## src/rtl/mem_arbiter.sv

```systemverilog
// mem_arbiter: shares one memory port between instruction fetch and data access.
// Ports: clk, reset (asynchronous, active-low);
//   fetch side  ireq/iaddr/iabort in, irdata/iready out;
//   data side   dreq/dwe/daddr/dwdata in, drdata/dready out;
//   memory side mreq/mwe/maddr/mwdata out, mrdata/mack in;
//   err: sticky timeout flag.
// The optional timeout watchdog is enabled by defining MEMARB_TIMEOUT_EN.
module mem_arbiter #(
  parameter int MAXDATA = 4,
  parameter int TIMEOUT = 255
) (
  input  logic        clk,
  input  logic        reset,
  input  logic        ireq,
  input  logic [31:0] iaddr,
  input  logic        iabort,
  output logic [31:0] irdata,
  output logic        iready,
  input  logic        dreq,
  input  logic        dwe,
  input  logic [31:0] daddr,
  input  logic [31:0] dwdata,
  output logic [31:0] drdata,
  output logic        dready,
  output logic        mreq,
  output logic        mwe,
  output logic [31:0] maddr,
  output logic [31:0] mwdata,
  input  logic [31:0] mrdata,
  input  logic        mack,
  output logic        err
);
  localparam int SW = ($clog2(MAXDATA + 1) > 3) ? $clog2(MAXDATA + 1) : 3;
  typedef enum logic [1:0] {IDLE, IBUSY, DBUSY} stateT;
  stateT state, nextState;
  logic [SW-1:0] streak;
  logic dropFlag, iElig, dElig, grantD, grantI, drop, done, tmo;
  // A requester whose ready pulse is showing is still holding its old
  // request, so it must not be granted again in that cycle.
  always_comb begin
    iElig = ireq && !iready;
    dElig = dreq && !dready;
    grantD = (state == IDLE) && dElig && !(iElig && streak == SW'(MAXDATA));
    grantI = (state == IDLE) && iElig && !grantD;
    drop = dropFlag || iabort;
    done = (state != IDLE) && (mack || tmo);
    nextState = grantD ? DBUSY : grantI ? IBUSY : done ? IDLE : state;
  end
  always_ff @(posedge clk or negedge reset)
    if (!reset) state <= IDLE;
    else state <= nextState;
  always_ff @(posedge clk or negedge reset)
    if (!reset) begin
      mreq <= 1'b0;
      mwe <= 1'b0;
      maddr <= '0;
      mwdata <= '0;
      irdata <= '0;
      drdata <= '0;
      iready <= 1'b0;
      dready <= 1'b0;
      streak <= '0;
      dropFlag <= 1'b0;
    end else begin
      iready <= 1'b0;
      dready <= 1'b0;
      if (grantD || grantI) begin
        mreq <= 1'b1;
        maddr <= grantD ? daddr : iaddr;
        mwe <= grantD && dwe;
      end
      if (grantD) mwdata <= dwdata;
      if (grantI) streak <= '0;
      else if (grantD) streak <= !ireq ? '0 : (streak == SW'(MAXDATA)) ? streak : streak + 1'b1;
      if (grantI) dropFlag <= iabort;
      else if (state == IBUSY) dropFlag <= drop;
      if (done) begin
        mreq <= 1'b0;
        dropFlag <= 1'b0;
        if (state == IBUSY) begin
          // A dropped fetch still records returned data, but a timed-out
          // dropped fetch leaves irdata alone.
          if (mack || !drop) irdata <= mack ? mrdata : 32'hDEADBEEF;
          iready <= !drop;
        end else begin
          if (!mwe) drdata <= mack ? mrdata : 32'hDEADBEEF;
          dready <= 1'b1;
        end
      end
    end
`ifdef MEMARB_TIMEOUT_EN
  localparam int TW = $clog2(TIMEOUT + 1);
  logic [TW-1:0] busyCnt;
  logic errFlag;
  // busyCnt holds (busy cycles elapsed - 1); expiry fires in the last allowed cycle.
  assign tmo = (state != IDLE) && !mack && busyCnt == TW'(TIMEOUT - 1);
  assign err = errFlag;
  always_ff @(posedge clk or negedge reset)
    if (!reset) begin
      busyCnt <= '0;
      errFlag <= 1'b0;
    end else begin
      busyCnt <= (state == IDLE) ? '0 : busyCnt + 1'b1;
      errFlag <= errFlag || tmo;
    end
`else
  assign tmo = 1'b0;
  assign err = 1'b0;
`endif
endmodule

```

## config.mk

```make
export PLATFORM = sky130hd
export DESIGN_NAME = mem_arbiter
export DESIGN_NICKNAME = d
export VERILOG_FILES = /design/src/rtl/mem_arbiter.sv
export SDC_FILE = /design/constraint.sdc
export NUM_CORES = 1
export LEC_CHECK = 0
export CAP_MARGIN = 40
export CORE_AREA = 4 4 130 132
export CTS_BUF_LIST = sky130_fd_sc_hd__clkbuf_16
export DETAILED_ROUTE_END_ITERATION = 7
export DIE_AREA = 0 0 134 136
export PLACE_DENSITY = 0.67
export SYNTH_ARGS = -nofsm -noshare
export SYNTH_HDL_FRONTEND = slang
export SYNTH_SLANG_ARGS = --single-unit
```

## constraint.sdc

```tcl
create_clock -name clk -period 2.1 [get_ports clk]
set_input_delay 0.21 -clock clk [delete_from_list [all_inputs] [get_ports clk]]
set_output_delay 0.21 -clock clk [all_outputs]
set_load 0.01 [all_outputs]
```

---- Yosys cells after proc, flatten, opt, wreduce, memory -nomap -nowiden ----
Index checks and enable logic that the tools add are counted.
storage, ports and cells
  input bits .............................. 135
  ROM bits ................................ 0
  flip-flop bits (word level) ............. 138
  output and inout port bits .............. 133
  latch bits .............................. 0
  logic and storage cells ................. 61
  memory bits (writable) .................. 0
  memories ................................ 0
operators by class
  reductions and logical operators ........ 26
  shift operators ......................... 0
  add/subtract/negate cells ............... 1
  eq/ne operators ......................... 3
  bitwise gates (word level) .............. 2
  divide/modulo/power cells ............... 0
  mux-type cells .......................... 18
  multipliers ............................. 0
  $lt $le $gt $ge ......................... 0
operators with widths
  kind                                           number
  two-way mux 32 bit                             2
  two-way mux 3 bit                              4
  logical AND 1 bit                              9
  two-way mux 1 bit                              9
  two-way mux 2 bit                              3
  AND reduction 3 bit                            2
  nonzero test 2 bit                             3
  nonzero test 3 bit                             2
  zero test 1 bit                                5
  adder 3 x 1 -> 3 bit, second input constant    1
  == test 3 bit, second input constant           1
  logical OR 1 bit                               3
  inequality test 3 bit, second input constant   1
  == test 2 x 1 -> 1 bit, second input constant  1
  zero test 2 bit                                1
  inverter 1 bit                                 2
  AND reduction 2 bit                            1

---- Logic depth before layout (Yosys ltp) ----
Gate-level depths: netlist (run 1).
  depth in word-level cells ............... 10
  mapped depth ............................ 7
  mapped depth without buffers ............ 6

---- Worst setup path before layout (run 1) ----
OpenSTA, ideal clock, no wires.
  kind .................................... register to register
  start ................................... reg state[0]
  end ..................................... reg mwdata[25]
  setup slack ............................. 0.355 ns
  cell stages (with the launch flop) ...... 7
  arrival ................................. 1.618 ns
  path buffers ............................ 3
  data required time ...................... 1.973 ns
  clock period less this slack ............ 1.745 ns
  library setup time ...................... 0.127 ns
  path through ............................ dfrtp_1 -> or2_1 -> buf_2 -> a311oi_4 -> buf_6 -> buf_6 -> mux2_1
between the ends
  word-level cells in the longest chain between the ends .. 3
ends and longest elaborated chain
  what                             RTL line  source
  start: declaration               35        stateT state, nextState;
  start signal: assignment         51        else state <= nextState;
  zero test 2 bit                  43        grantD = (state == IDLE) && dElig && !(iElig && streak == SW'(MAXDATA));
  logical AND 1 bit (2 in series)  43
  end signal: assignment           72        if (grantD) mwdata <= dwdata;
  end: declaration                 28        output logic [31:0] mwdata,
No other way between the ends.
A chain may end at the register's enable or synchronous reset.

---- Worst setup path in the final report (run 1) ----
  start ................................... reg state[0]
  end ..................................... reg mwdata[31]
Same word-level chain as after synthesis.

==> impl_metrics.env, run 1 <==
export IMPL_setup_viol=0
export IMPL_first_iter_violations=235
export IMPL_core_area_mm2=0.0157
export IMPL_tns_ns=0
export IMPL_path_clk_slew_ns=0.06
export IMPL_ys_seq_elements=138
export IMPL_drive_gt1_share_pct=20.7
export IMPL_crit_arrival_ns=2.09
export IMPL_antenna_diode_count=0
export IMPL_p_leak_nw=3.84
export IMPL_rsz0062_at_grt="no"
export IMPL_async_flop_share_pct=100
export IMPL_synth_area_leaders="dfrtp_1, mux2_2, a222oi_1"
export IMPL_seq_area_frac_synth_pct=64.1
export IMPL_ant_nets=0
export IMPL_port_buffers=266
export IMPL_status="finished clean"
export IMPL_synthFlopType="dfrtp_1"
export IMPL_grt_overflow_total=0
export IMPL_path_max_fanout=14
export IMPL_yosys_warnings=0
export IMPL_slew_violations=0
export IMPL_power_density_mw_per_mm2=1510
export IMPL_n_fill_cell=1311
export IMPL_area_growth_pct=65.0
export IMPL_h_tree_depth=4
export IMPL_finalNonFillerCells=868
export IMPL_fmax_mhz=556
export IMPL_worstSetupPathType="flop to flop"
export IMPL_endpoint_kind="flop"
export IMPL_fin_worst_skew_ns=0.00620
export IMPL_synth_edf_count=0
export IMPL_cts_inserted_buffers=17
export IMPL_antenna_found_initial=1
export IMPL_drt_pass1_iter_count=5
export IMPL_fin_crit_sh_pct=85.7
export IMPL_grt_pass1_vias=4519
export IMPL_ios=268
export IMPL_grt_max_degree=54
export IMPL_drc=0
export IMPL_start_util_pct=34.3
export IMPL_syn_inst=364
export IMPL_worstPathRequired_ns=2.39
export IMPL_gp_congestion=0.787
export IMPL_layout_nets=776
export IMPL_fin_ws_ns=0.300
export IMPL_maxCapViolCount=0
export IMPL_die_h_um=136
export IMPL_multi_input_area_mm2=0.00168
export IMPL_power_w=0.0134
export IMPL_cp_start_kind="flop"
export IMPL_grt_pass1_wl_um=24500
export IMPL_die_w_um=134
export IMPL_dp_hpwl_um=11500
export IMPL_fin_crit_ns=1.80
export IMPL_maxSlewHeadroom_pct=65.4
export IMPL_netlist_area_mm2=0.00538
export IMPL_num_vias=4133
export IMPL_cts_root_buf="clkbuf_16"
export IMPL_vdd_ir_drop_max_v=0.000697
export IMPL_cts_sinks=138
export IMPL_whs_ns=0.339
export IMPL_track_usage_pct=17.2
export IMPL_pre_cts_ws_ns=0.0125
export IMPL_place_inst=835
export IMPL_synth_avg_cell_area_um2=14.8
export IMPL_clk_latency_ns=0.41
export IMPL_hold_viol_final=0
export IMPL_row_count=46
export IMPL_yosysTopAreaCell="dfrtp_1"
export IMPL_hold_path_class="primary input to asynchronous set/reset pin"
export IMPL_ff_latch_area_mm2=0.00345
export IMPL_cts_tree="yes"
export IMPL_die_area_mm2=0.0182
export IMPL_vias_per_cell=4.76
export IMPL_synth_top_area_share_pct=64.1
export IMPL_synth_nets=501
export IMPL_routedWlPerCell_um=17.9
export IMPL_wirelength_um=15500
export IMPL_clockBufferDepth=2
export IMPL_worstMarginPinSlew_ns=0.519
export IMPL_synthDistinctLibCells=32
[critical path, cell delays in order, from the launching register on]
cell      delay (ns)
dfrtp_1         0.42
or2_1           0.30
a311oi_4        0.30
buf_4           0.28
mux2_2          0.36
[kinds of logic after synthesis]
group	share of synthesized area, %
buffers and inverters	5.02
adder cells (fa/ha/maj)	0.465
flip-flops	64.1
multiplexers	20.1
AO/OA/AOI/OAI	8.53
AND/OR/NAND/NOR	1.70
other	0.0697
[per-stage QoR]
step	cell area, um2	util [%]
5_1_grt	8880	56.5
4_1_cts	8880	56.5
3_3_place_gp	8360	53.2
2_1_floorplan	5380	-
6_report	8880	56.5
3_5_place_dp	8360	53.2
[path summary, 6_finish.rpt]
path / from / end / slack [ns] / depth (start not counted)
setup / recovery: state[0] / mwdata[31] / 0.30 / 4
hold reg to reg: dropFlag / iready / 0.43 / 1
max in group asynchronous: reset / irdata[5] / 1.11 / 3
hold / removal: reset / drdata[25] / 0.34 / 2
setup reg to reg: state[0] / mwdata[31] / 0.30 / 4
min in group clk: dwe / mwe / 0.41 / 2
[layer usage]
layer / GRT usage [%] / vias up / wire [um]
met5: 0 / - / 12
met1: 19.4 / 2027 / 5900
met3: 8.92 / 22 / 1800
met2: 27.8 / 202 / 7520
met4: 6.69 / 2 / 286
li1: - / 1880 / -
[synth_stat cells (2+ instances only)]
cell type,instances
buf_4,6
nand2b_1,2
o21ai_0,5
a222oi_1,32
mux2_1,7
a21o_1,2
mux2_2,89
clkbuf_1,5
buf_2,9
nand3_1,3
buf_6,2
inv_1,36
dfrtp_1,138
nor2_1,3
nand2_1,2
a21oi_1,6
ha_1,2
[state kept, by name, indices dropped and copies added (netlist names)]
name / cells
maddr: 32
drdata: 32
iready: 1
mwdata: 32
dready: 1
irdata: 32
state: 2
streak: 3
mwe: 1
mreq: 1
dropFlag: 1
[placed cells by master, fill, tap and decap left out, types with 2 or more instances in the layout]
cell type and instances:
clkdlybuf4s50_1 265, a21o_1 2, clkinv_4 2, nand2_1 2, nand3_1 2, ha_1 2
buf_12 6, inv_1 38, a222oi_1 32, mux2_1 7, mux2_2 89, clkinv_2 6
dfrtp_1 138, clkinvlp_4 4, nor2_1 3, clkbuf_16 17, o21ai_0 5, a21oi_1 6
buf_4 5, nand2b_1 2
[layout make-up]
class | count | area share (%)
timing repair buffer | 278 | 31.9
tap | 216 | 3.04
multi-input combinational | 167 | 18.9
inverter | 37 | 1.56
clock inverter | 15 | 1.00
sequential | 138 | 38.9
clock buffer | 17 | 4.79
[timing repair]
| item | in CTS | in global routing |
|---|---|---|
| buffers inserted | 0 | 0 |
| endpoints found under the hold margin | 51 | 0 |
| gates resized for setup | 0 | 0 |
| hold buffers | 1 | 0 |
[power by group]
group	leakage, nW	internal, W	switching (W)
combinational	1.93	0.00370	0.00246
sequential	1.66	0.00399	0.000692
clock	0.254	0.00148	0.00109
total	3.84	0.00917	0.00424
Power figures use the tool's default switching activity.
==> run 2: changes to the inputs <==
--- a/config.mk
+++ b/config.mk
@@ -5,6 +5,7 @@
 export SDC_FILE = /design/constraint.sdc
 export NUM_CORES = 1
 export LEC_CHECK = 0
+export ABC_CLOCK_PERIOD_IN_PS = 2100
 export CAP_MARGIN = 40
 export CORE_AREA = 4 4 130 132
 export CTS_BUF_LIST = sky130_fd_sc_hd__clkbuf_16
==> results of run 2 <==
Final layout, timing and power as in run 1 (identical DEF).
